$ cat config.mk
export PLATFORM = sky130hd
export DESIGN_NAME = uart_rx
export DESIGN_NICKNAME = d
export VERILOG_FILES = /design/src/rtl/uart_rx.sv
export SDC_FILE = /design/constraint.sdc
export NUM_CORES = 1
export LEC_CHECK = 0
export ABC_AREA = 1
export CAP_MARGIN = 30
export CORE_MARGIN = 10
export CORE_UTILIZATION = 55
export CTS_BUF_LIST = sky130_fd_sc_hd__clkbuf_8 sky130_fd_sc_hd__clkbuf_16
export CTS_CLUSTER_DIAMETER = 40
export DETAILED_ROUTE_END_ITERATION = 6
export MAX_ROUTING_LAYER = met4
export PLACE_DENSITY_LB_ADDON = 0.1
export SETUP_SLACK_MARGIN = 0.4
export SYNTH_ARGS = -nofsm -noshare
export SYNTH_HDL_FRONTEND = slang
export SYNTH_SLANG_ARGS = --single-unit
$ cat constraint.sdc
create_clock -name clk -period 2.4 [get_ports clk]
set_input_delay 0.36 -clock clk [delete_from_list [all_inputs] [get_ports clk]]
set_output_delay 0.36 -clock clk [all_outputs]
set_load 0.02 [all_outputs]
$ cat src/rtl/uart_rx.sv
// UART receiver: 2-flop synchronizer, oversampled majority-vote bit recovery,
// configurable frame format and a show-ahead receive FIFO with error tags.
module uart_rx #(
  parameter int    CLK_   = 50000000,
  parameter int    BAUD_  = 115200,
  parameter int    OVS_   = 16,
  parameter int    DATA_  = 8,
  parameter int    STOP_  = 1,
  parameter string PARITY = "none",
  parameter int    BUFF_  = 64
) (
  input  logic                    clk,
  input  logic                    rst_,
  input  logic                    rx,
  output logic [DATA_-1:0]        rd_data,
  output logic                    rd_perr,
  output logic                    rd_ferr,
  output logic                    rd_valid,
  input  logic                    rd_ready,
  output logic [$clog2(BUFF_):0]  level,
  output logic                    overrun,
  output logic                    brk
);

  localparam int   DIV_    = (CLK_ + (BAUD_ * OVS_) / 2) / (BAUD_ * OVS_);
  localparam int   CW      = (DIV_ > 1) ? $clog2(DIV_) : 1;
  localparam int   OW      = $clog2(OVS_);
  localparam int   AW      = $clog2(BUFF_);
  localparam int   LW      = AW + 1;
  localparam int   WW      = DATA_ + 2;
  localparam int   MID     = OVS_ / 2;
  localparam logic HAS_PAR = (PARITY != "none");

  if (DIV_ < 2) begin : g_div_check
    $error("uart_rx: clock divider below 2, baud/oversampling too high for CLK_");
  end

  function automatic logic majority(input logic a, input logic b, input logic c);
    return (a & b) | (a & c) | (b & c);
  endfunction

  function automatic logic exp_parity(input logic [DATA_-1:0] d);
    if (PARITY == "even")      return ^d;
    else if (PARITY == "odd")  return ~^d;
    else if (PARITY == "mark") return 1'b1;
    else                       return 1'b0;
  endfunction

  typedef enum logic [2:0] {
    S_WAITIDLE, S_IDLE, S_START, S_DATA, S_PAR, S_STOP
  } state_t;

  state_t           state_q, state_d;
  logic             sync1_q, sync1_d, sync2_q, sync2_d, prev_q, prev_d;
  logic [CW-1:0]    tick_cnt_q, tick_cnt_d;
  logic [OW-1:0]    ovs_q, ovs_d;
  logic [3:0]       bit_q, bit_d;
  logic             s0_q, s0_d, s1_q, s1_d;
  logic [DATA_-1:0] data_q, data_d;
  logic             perr_q, perr_d, ferr_q, ferr_d;
  logic [WW-1:0]    word_q, word_d;
  logic             push_q, push_d, brk_q, brk_d;
  logic             tick, at_vote, at_end, vote, ferr_fin;

  logic [WW-1:0]    mem_q [BUFF_];
  logic [AW-1:0]    wr_ptr_q, wr_ptr_d, rd_ptr_q, rd_ptr_d;
  logic [LW-1:0]    level_q, level_d;
  logic             overrun_q, overrun_d;
  logic             full, pop, wr_en;
  logic [WW-1:0]    head;

  assign tick     = (tick_cnt_q == CW'(DIV_ - 1));
  assign at_vote  = (ovs_q == OW'(MID + 1));
  assign at_end   = (ovs_q == OW'(OVS_ - 1));
  assign vote     = majority(s0_q, s1_q, sync2_q);
  assign ferr_fin = ferr_q | ~vote;

  // Receive path: synchronizer, tick generation and frame FSM
  always_comb begin
    state_d    = state_q;
    sync1_d    = rx;
    sync2_d    = sync1_q;
    prev_d     = sync2_q;
    tick_cnt_d = tick ? '0 : tick_cnt_q + 1'b1;
    ovs_d      = ovs_q;
    bit_d      = bit_q;
    s0_d       = s0_q;
    s1_d       = s1_q;
    data_d     = data_q;
    perr_d     = perr_q;
    ferr_d     = ferr_q;
    word_d     = word_q;
    push_d     = 1'b0;
    brk_d      = 1'b0;
    case (state_q)
      // Qualified by a tick so the synchronizer has flushed its reset value.
      S_WAITIDLE: if (tick && sync2_q && prev_q) state_d = S_IDLE;
      S_IDLE: begin
        if (prev_q && !sync2_q) begin
          state_d    = S_START;
          tick_cnt_d = '0;
          ovs_d      = '0;
          bit_d      = '0;
          perr_d     = 1'b0;
          ferr_d     = 1'b0;
        end
      end
      default: begin
        if (tick) begin
          ovs_d = at_end ? '0 : ovs_q + 1'b1;
          if (ovs_q == OW'(MID - 1)) s0_d = sync2_q;
          if (ovs_q == OW'(MID))     s1_d = sync2_q;
          case (state_q)
            S_START: begin
              if (at_vote && vote) state_d = S_IDLE;
              else if (at_end) begin
                state_d = S_DATA;
                bit_d   = '0;
              end
            end
            S_DATA: begin
              if (at_vote) data_d = {vote, data_q[DATA_-1:1]};
              if (at_end) begin
                if (bit_q == 4'(DATA_ - 1)) begin
                  bit_d   = '0;
                  state_d = HAS_PAR ? S_PAR : S_STOP;
                end else begin
                  bit_d = bit_q + 1'b1;
                end
              end
            end
            S_PAR: begin
              if (at_vote) perr_d = vote ^ exp_parity(data_q);
              if (at_end) begin
                bit_d   = '0;
                state_d = S_STOP;
              end
            end
            S_STOP: begin
              if (at_vote) begin
                ferr_d = ferr_fin;
                // Finish at mid-bit of the last stop bit to resync on the next edge.
                if (bit_q == 4'(STOP_ - 1)) begin
                  if (data_q == '0 && ferr_fin) begin
                    brk_d   = 1'b1;
                    state_d = S_WAITIDLE;
                  end else begin
                    push_d  = 1'b1;
                    word_d  = {ferr_fin, perr_q, data_q};
                    state_d = S_IDLE;
                  end
                end
              end else if (at_end) begin
                bit_d = bit_q + 1'b1;
              end
            end
            default: state_d = S_WAITIDLE;
          endcase
        end
      end
    endcase
  end

  // FIFO control
  always_comb begin
    full      = (level_q == LW'(BUFF_));
    pop       = rd_valid && rd_ready;
    wr_en     = push_q && (!full || pop);
    overrun_d = push_q && full && !pop;
    wr_ptr_d  = wr_en ? wr_ptr_q + 1'b1 : wr_ptr_q;
    rd_ptr_d  = pop ? rd_ptr_q + 1'b1 : rd_ptr_q;
    case ({wr_en, pop})
      2'b10:   level_d = level_q + 1'b1;
      2'b01:   level_d = level_q - 1'b1;
      default: level_d = level_q;
    endcase
  end

  always_ff @(posedge clk) begin
    if (rst_) begin
      state_q    <= S_WAITIDLE;
      sync1_q    <= 1'b1;
      sync2_q    <= 1'b1;
      prev_q     <= 1'b1;
      tick_cnt_q <= '0;
      ovs_q      <= '0;
      bit_q      <= '0;
      push_q     <= 1'b0;
      brk_q      <= 1'b0;
      overrun_q  <= 1'b0;
      level_q    <= '0;
      wr_ptr_q   <= '0;
      rd_ptr_q   <= '0;
    end else begin
      state_q    <= state_d;
      sync1_q    <= sync1_d;
      sync2_q    <= sync2_d;
      prev_q     <= prev_d;
      tick_cnt_q <= tick_cnt_d;
      ovs_q      <= ovs_d;
      bit_q      <= bit_d;
      push_q     <= push_d;
      brk_q      <= brk_d;
      overrun_q  <= overrun_d;
      level_q    <= level_d;
      wr_ptr_q   <= wr_ptr_d;
      rd_ptr_q   <= rd_ptr_d;
    end
  end

  // Datapath registers carry no reset; they are qualified by control state.
  always_ff @(posedge clk) begin
    s0_q   <= s0_d;
    s1_q   <= s1_d;
    data_q <= data_d;
    perr_q <= perr_d;
    ferr_q <= ferr_d;
    word_q <= word_d;
    if (wr_en) mem_q[wr_ptr_q] <= word_q;
  end

  assign head     = mem_q[rd_ptr_q];
  assign rd_valid = (level_q != '0);
  assign rd_data  = rd_valid ? head[DATA_-1:0] : '0;
  assign rd_perr  = rd_valid & head[DATA_];
  assign rd_ferr  = rd_valid & head[DATA_+1];
  assign level    = level_q;
  assign overrun  = overrun_q;
  assign brk      = brk_q;

endmodule

==> results.sh, run 1 <==
export IMPL_final_max_slew_viol_count=0
export IMPL_drc=0
export IMPL_maxSlewHeadroom_pct=45.1
export IMPL_rows=83
export IMPL_synth_area_per_cell_um2=13.2
export IMPL_fillCellCount=3162
export IMPL_ys_warnings_count=0
export IMPL_diodes=0
export IMPL_rsz0062_at_grt="yes"
export IMPL_async_flop_share_pct=0
export IMPL_ys_seq_elements=709
export IMPL_dp_slack_ns=-1.11
export IMPL_routed_via_count=20400
export IMPL_cpMostUsedCell="buf_12"
export IMPL_setup_viol_count_final=10
export IMPL_critical_path_arrival_ns=2.89
export IMPL_worst_slack_ns=-0.853
export IMPL_switching_power_mw=10.2
export IMPL_power_internal_mw=26.5
export IMPL_placedCellCount=2988
export IMPL_start_kind="register"
export IMPL_worstPathMaxFanout=10
export IMPL_gp_congestion=0.890
export IMPL_combPwrFrac_pct=21.8
export IMPL_root_buffer="clkbuf_16"
export IMPL_dieHeight_um=249
export IMPL_cts_buffers=98
export IMPL_clock_path_buffers=3
export IMPL_switching_share_pct=27.7
export IMPL_grt_max_degree=65
export IMPL_ir_worst_vdd_uv=681
export IMPL_portBuffers=23
export IMPL_htree_levels=3
export IMPL_hold_violations=0
export IMPL_fmax_mhz=307
export IMPL_antenna_found_initial=0
export IMPL_hold_class="in -> reg"
export IMPL_tightest_slew_ns=0.824
export IMPL_seq_power_share_pct=36.7
export IMPL_cts_sinks=709
export IMPL_critPathSlowestCell="dfxtp_4"
export IMPL_syn_inst=2183
export IMPL_worst_hold_slack_ns=0.291
export IMPL_syn_area_mm2=0.0288
export IMPL_clock_skew_ns=0.0232
export IMPL_ios=24
export IMPL_synth_edf_count=662
export IMPL_endpoint_kind="primary output"
export IMPL_seq_area_frac_synth_pct=72.3
export IMPL_synth_flop_cell="edfxtp_1"
export IMPL_synth_top_cell_area_share_pct=69.0
export IMPL_grt_pass1_wl_mm=122
export IMPL_grt_ovfl_total=0
export IMPL_p_leak_nw=12.5
export IMPL_drv_cap=0
export IMPL_first_iter_violations=2350
export IMPL_fin_nets=2527
export IMPL_crit_type="reg -> out"
export IMPL_multiInputGateArea_mm2=0.00802
export IMPL_clock_latency_ns=0.65
export IMPL_synthesis_nets=2197
export IMPL_wirelength_mm=83.3
export IMPL_first_pass_iters=6
export IMPL_first_global_vias=19700
export IMPL_area_growth_synth_to_final_pct=32.4
export IMPL_p_per_area_mw_per_mm2=962
export IMPL_drtAntennaViolNets=0
export IMPL_status="complete, but fails checks"
export IMPL_via_per_inst=6.22
export IMPL_yosysTopAreaCell="edfxtp_1"
export IMPL_synthTopCellsByCount="662 x edfxtp_1, 411 x nor2_1, 169 x o21ai_0"
export IMPL_place_hpwl_mm=45.3
export IMPL_path_cells="buf_12 -> clkinv_16 -> buf_16 -> buf_12 -> buf_12 -> buf_16 -> nor2_1 -> o221ai_1 -> nand3_1 -> nand3_2 -> nand3_4 -> a21oi_2 -> buf_4 -> buf_6"
export IMPL_register_area_mm2=0.0208
export IMPL_dieArea_mm2=0.0619
export IMPL_core_area_mm2=0.0516
export IMPL_clk_pin_slew_ns=0.06
export IMPL_violations="negative setup slack"
export IMPL_power_share_clock_pct=41.5
export IMPL_cpPeakStageDelay_ns=0.36
export IMPL_synth_most_common_cell="edfxtp_1"
export IMPL_worstPathRequired_ns=2.04
export IMPL_routedWlPerCell_um=25.4
export IMPL_synth_distinct_cells=46
export IMPL_layout_cells_non_filler=3278
export IMPL_drive_above_1_share_pct=28.7
export IMPL_die_w_um=249
export IMPL_cts_tree="built"
export IMPL_finalCritPeriodShare_pct=136
export IMPL_initial_utilization_pct=55.8
export IMPL_ys_top_cells_by_area="edfxtp_1 69%, nor2_1 5.4%, o221ai_1 4.6%"
export IMPL_track_usage_pct=26.3
export IMPL_finalPower_mw=36.7
export IMPL_layout_min_cycle_time_ns=3.25
## path summary, 6_finish.rpt
kind                       end  slack (ns)  startpoint  cells after the start
hold / removal         sync1_q        0.29          rx                      2
setup reg to reg  mem_q[40][2]        0.24    level[3]                     13
setup / recovery    rd_data[1]       -0.85    register                     14
hold reg to reg         prev_d        0.41     sync1_q                      1
## routing by layer
layer | share of wire, % | GRT usage, % | vias to the layer above
met5 | 0 | - | -
met4 | 2.6 | 8.09 | 0
met3 | 9.3 | 4.82 | 167
met2 | 47 | 40.2 | 1070
met1 | 41 | 35.4 | 10200
li1 | - | - | 8964
## state kept, by name (all words and copies together), names as in the netlist, named ones only
signal      flops
bit_q           4
data_q          8
level           7
prev_q          1
state_q         3
brk             1
s1_q            1
s0_q            1
ovs_q           4
overrun         1
ferr_q          1
sync1_q         1
word_q         10
wr_ptr_q        6
rd_ptr_q        6
mem_q         640
push_q          1
prev_d          1
perr_q          1
tick_cnt_q      5
## logic make-up (layout without fill, tap and decap cells)
| group | count (synthesis) | in the layout | share of synthesized area (%) |
|---|---|---|---|
| AO/OA/AOI/OAI | 551 | 551 | 13.2 |
| XOR/XNOR | 4 | 4 | 0.122 |
| adder cells (fa/ha/maj) | 10 | 10 | 0.434 |
| buffers and inverters | 209 | 624 | 3.41 |
| flip-flops | 709 | 709 | 72.3 |
| AND/OR/NAND/NOR | 700 | 700 | 10.6 |
## stage by stage
| stage | area [um2] | setup TNS, ns | utilization, % |
|---|---|---|---|
| after global placement | 31700 | -58.14 | 61.3 |
| after global routing | 38100 | -8.67 | 73.9 |
| after floorplan | 28800 | 0 | - |
| after detailed placement | 31700 | -49.15 | 61.3 |
| after CTS | 37300 | -7.70 | 72.2 |
| final | 38100 | -7.96 | 73.9 |
## power by group through the flow
stage               clock network (mW)  logic (mW)  registers, mW
finish                            15.2        8.01           13.5
global route                      15.9        8.46           13.5
CTS                               15.3        7.43           13.5
detailed placement                   0        5.89           13.8
global placement                     0        5.80           13.8
floorplan                            0        3.59           13.7
## worst max-delay path, delay by kind of cell, from the launching register on
kind / cells / cell delay, ns
AO/OA/AOI/OAI: 2 / 0.23
buffers and inverters: 8 / 1.06
flip-flops: 1 / 0.36
AND/OR/NAND/NOR: 4 / 0.56
## placed cells by master (no fill, tap or decap), drive strengths merged, types with 13 or more instances in the layout
cell type / count
a21oi: 31
buf: 350
bufinv: 17
clkbuf: 106
clkinv: 31
dfxtp: 47
edfxtp: 662
inv: 95
nand2: 73
nand3: 170
nand4: 13
nor2: 420
o21ai: 181
o21bai: 160
o221ai: 150
## layout make-up
class	instances	area share, %
Sequential cell	709	54.7
Multi-Input combinational cell	1265	21.0
Timing Repair Buffer	373	12.2
Clock buffer	99	6.50
Clock inverter	86	2.66
Tap cell	680	2.23
Inverter	66	0.725
## repair_timing
item,4_1_cts,5_1_grt
cloned,25,16
resized for setup,314,144
pin swaps,92,60
buffers inserted,53,11
endpoints found under the setup margin,589,638
hold buffers,0,0
Note: power is estimated with default switching activity, not from simulation.
==> run 2: changes to the inputs <==
--- a/config.mk
+++ b/config.mk
@@ -8,13 +8,14 @@
 export ABC_AREA = 1
 export CAP_MARGIN = 30
 export CORE_MARGIN = 10
-export CORE_UTILIZATION = 55
+export CORE_UTILIZATION = 63
 export CTS_BUF_LIST = sky130_fd_sc_hd__clkbuf_8 sky130_fd_sc_hd__clkbuf_16
 export CTS_CLUSTER_DIAMETER = 40
 export DETAILED_ROUTE_END_ITERATION = 6
 export MAX_ROUTING_LAYER = met4
 export PLACE_DENSITY_LB_ADDON = 0.1
 export SETUP_SLACK_MARGIN = 0.4
+export SLEW_MARGIN = 15
 export SYNTH_ARGS = -nofsm -noshare
 export SYNTH_HDL_FRONTEND = slang
 export SYNTH_SLANG_ARGS = --single-unit
==> run 2 against run 1 <==
  * The flow still finishes with violations (negative setup slack)
  * Sequential share of layout area is 0.82 points higher
  * Cell area is 1.5% lower
  * Final cell count is 3.7% lower
  * Non-clock buffer count is 13 lower
  * Power is 3.5% lower
  * Fmax is 0.40% higher
  * Clock skew is 0.0050 ns lower
  * Highest routed layer unchanged
==> results.sh, run 2 (synthesized netlist as in run 1, its figures left out) <==
export IMPL_status="complete, but fails checks"
export IMPL_violations="negative setup slack"
export IMPL_cts_tree="built"
export IMPL_layout_cells_non_filler=3157
export IMPL_worstPathMaxFanout=8
export IMPL_gp_congestion=0.887
export IMPL_endpoint_kind="primary output"
export IMPL_wirelength_mm=87.4
export IMPL_place_hpwl_mm=43.1
export IMPL_cts_sinks=709
export IMPL_layout_min_cycle_time_ns=3.24
export IMPL_root_buffer="clkbuf_16"
export IMPL_dieHeight_um=234
export IMPL_p_per_area_mw_per_mm2=942
export IMPL_first_global_vias=20100
export IMPL_maxSlewHeadroom_pct=36.5
export IMPL_setup_viol_count_final=10
export IMPL_finalPower_mw=35.4
export IMPL_drc=0
export IMPL_ios=24
export IMPL_layout_common_cells="662 x edfxtp_1, 351 x nor2_1, 157 x o21ai_0"
export IMPL_critPathSlowestCell="dfxtp_4"
export IMPL_core_area_mm2=0.0453
export IMPL_rsz0062_at_grt="yes"
export IMPL_tightest_slew_ns=0.949
export IMPL_clock_path_buffers=3
export IMPL_htree_levels=3
export IMPL_start_kind="register"
export IMPL_first_iter_violations=3439
export IMPL_crit_type="reg -> out"
export IMPL_min_delay_start="rx"
export IMPL_routed_via_count=21400
export IMPL_track_usage_pct=30.2
export IMPL_dieArea_mm2=0.0547
export IMPL_critical_path_arrival_ns=2.88
export IMPL_cts_buffers=86
export IMPL_drtAntennaViolNets=0
export IMPL_dp_slack_ns=-0.639
export IMPL_final_util_pct=82.9
export IMPL_initial_utilization_pct=63.6
export IMPL_clock_latency_ns=0.63
export IMPL_portBuffers=23
export IMPL_crit_buf_inv=6
export IMPL_first_pass_iters=6
export IMPL_rr_startpoint="level[3]"
export IMPL_fillCellCount=2205
export IMPL_rows=78
export IMPL_grt_max_degree=65
export IMPL_grt_ovfl_total=0
export IMPL_largest_reg_flops=640
export IMPL_worst_slack_ns=-0.840
export IMPL_hold_class="in -> reg"
export IMPL_finalCritPeriodShare_pct=135
export IMPL_cpPeakStageDelay_ns=0.38
export IMPL_diodes=0
export IMPL_worst_hold_slack_ns=0.322
export IMPL_regMostFlops="mem_q"
export IMPL_antenna_found_initial=0
export IMPL_fmax_mhz=309
export IMPL_drive_above_1_share_pct=27.9
export IMPL_placedCellCount=2883
export IMPL_critical_path_top_delay_family="buffers and inverters"
export IMPL_p_leak_nw=12.2
export IMPL_cts_hold_buffers=0
export IMPL_clock_skew_ns=0.0182
export IMPL_path_cells="buf_12 -> buf_6 -> buf_12 -> buf_16 -> o21ai_0 -> o221ai_1 -> nand3_1 -> nand3_2 -> nand3_2 -> a21oi_2 -> buf_4 -> buf_6"
export IMPL_top_regs="mem_q: 640 flops, word_q: 10 flops, data_q: 8 flops"
export IMPL_layout_commonest_cell="edfxtp_1"
export IMPL_drv_cap=0
export IMPL_final_max_slew_viol_count=0
export IMPL_hold_violations=0
export IMPL_grt_pass1_wl_mm=121
export IMPL_routedWlPerCell_um=27.7
export IMPL_ir_worst_vdd_uv=730
export IMPL_area_growth_synth_to_final_pct=30.4
export IMPL_die_w_um=234
export IMPL_clk_pin_slew_ns=0.06
export IMPL_via_per_inst=6.77
export IMPL_worstPathRequired_ns=2.04
export IMPL_fin_nets=2503
==> run 2: cell count changes in the layout (fill, tap and decap cells not counted), moves of 10 or more <==
cell | previous run | this run
o21ai_1 | 13 | 23
o221ai_1 | 131 | 120
buf_4 | 165 | 135
buf_12 | 64 | 52
nor2_4 | 43 | 57
inv_6 | 22 | 7
buf_8 | 12 | 22
o221ai_2 | 19 | 29
buf_6 | 91 | 108
==> run 2: area by class of cell <==
cell class	instances	area [um2]	area share, %
sequential	709	20800	55.5
clock inverter	65	658	1.75
timing repair inverter	1	11.3	0.0300
tap	600	751	2.00
timing repair buffer	360	4570	12.2
multi-input combinational	1265	8170	21.8
inverter	66	274	0.730
clock buffer	91	2280	6.06
==> run 2: layer usage <==
layer  global-route usage [%]  up-vias  wire (um)
met5                        -        -          0
met1                     39.0    10400      31400
li1                         -     8898          -
met3                     5.51      323      10300
met2                     47.3     1751      41900
met4                     12.1        0       3780
==> run 2: stage by stage <==
stage	setup TNS, ns	area [um2]
final	-7.24	37600
after global routing	-7.45	37600
after CTS	-6.22	36100
after detailed placement	-14.01	31300
after global placement	-10.62	31300
after floorplan	0	28800
==> run 2: repair_timing <==
action / 4_1_cts / 5_1_grt
buffers inserted: 36 / 27
endpoints found under the hold margin: 0 / 0
endpoints found under the setup margin: 640 / 662
resized for setup: 308 / 249
cloned: 31 / 24
pin swaps: 70 / 91
==> run 2: power breakdown <==
group	total (mW)	switching, mW	internal (mW)	leakage [nW]
Clock	13.3	5.31	8.02	1.45
Combinational	8.58	4.70	3.89	4.94
Sequential	13.5	0.0853	13.4	5.80
Total	35.4	10.1	25.3	12.2
==> run 2: path summary, 6_finish.rpt <==
check / endpoint / slack [ns] / depth (start not counted)
worst max-delay path: rd_ferr / -0.84 / 12
worst min-delay path: sync1_q / 0.32 / 2
worst max register to register: mem_q[46][3] / 0.05 / 13
worst min register to register: prev_d / 0.41 / 1
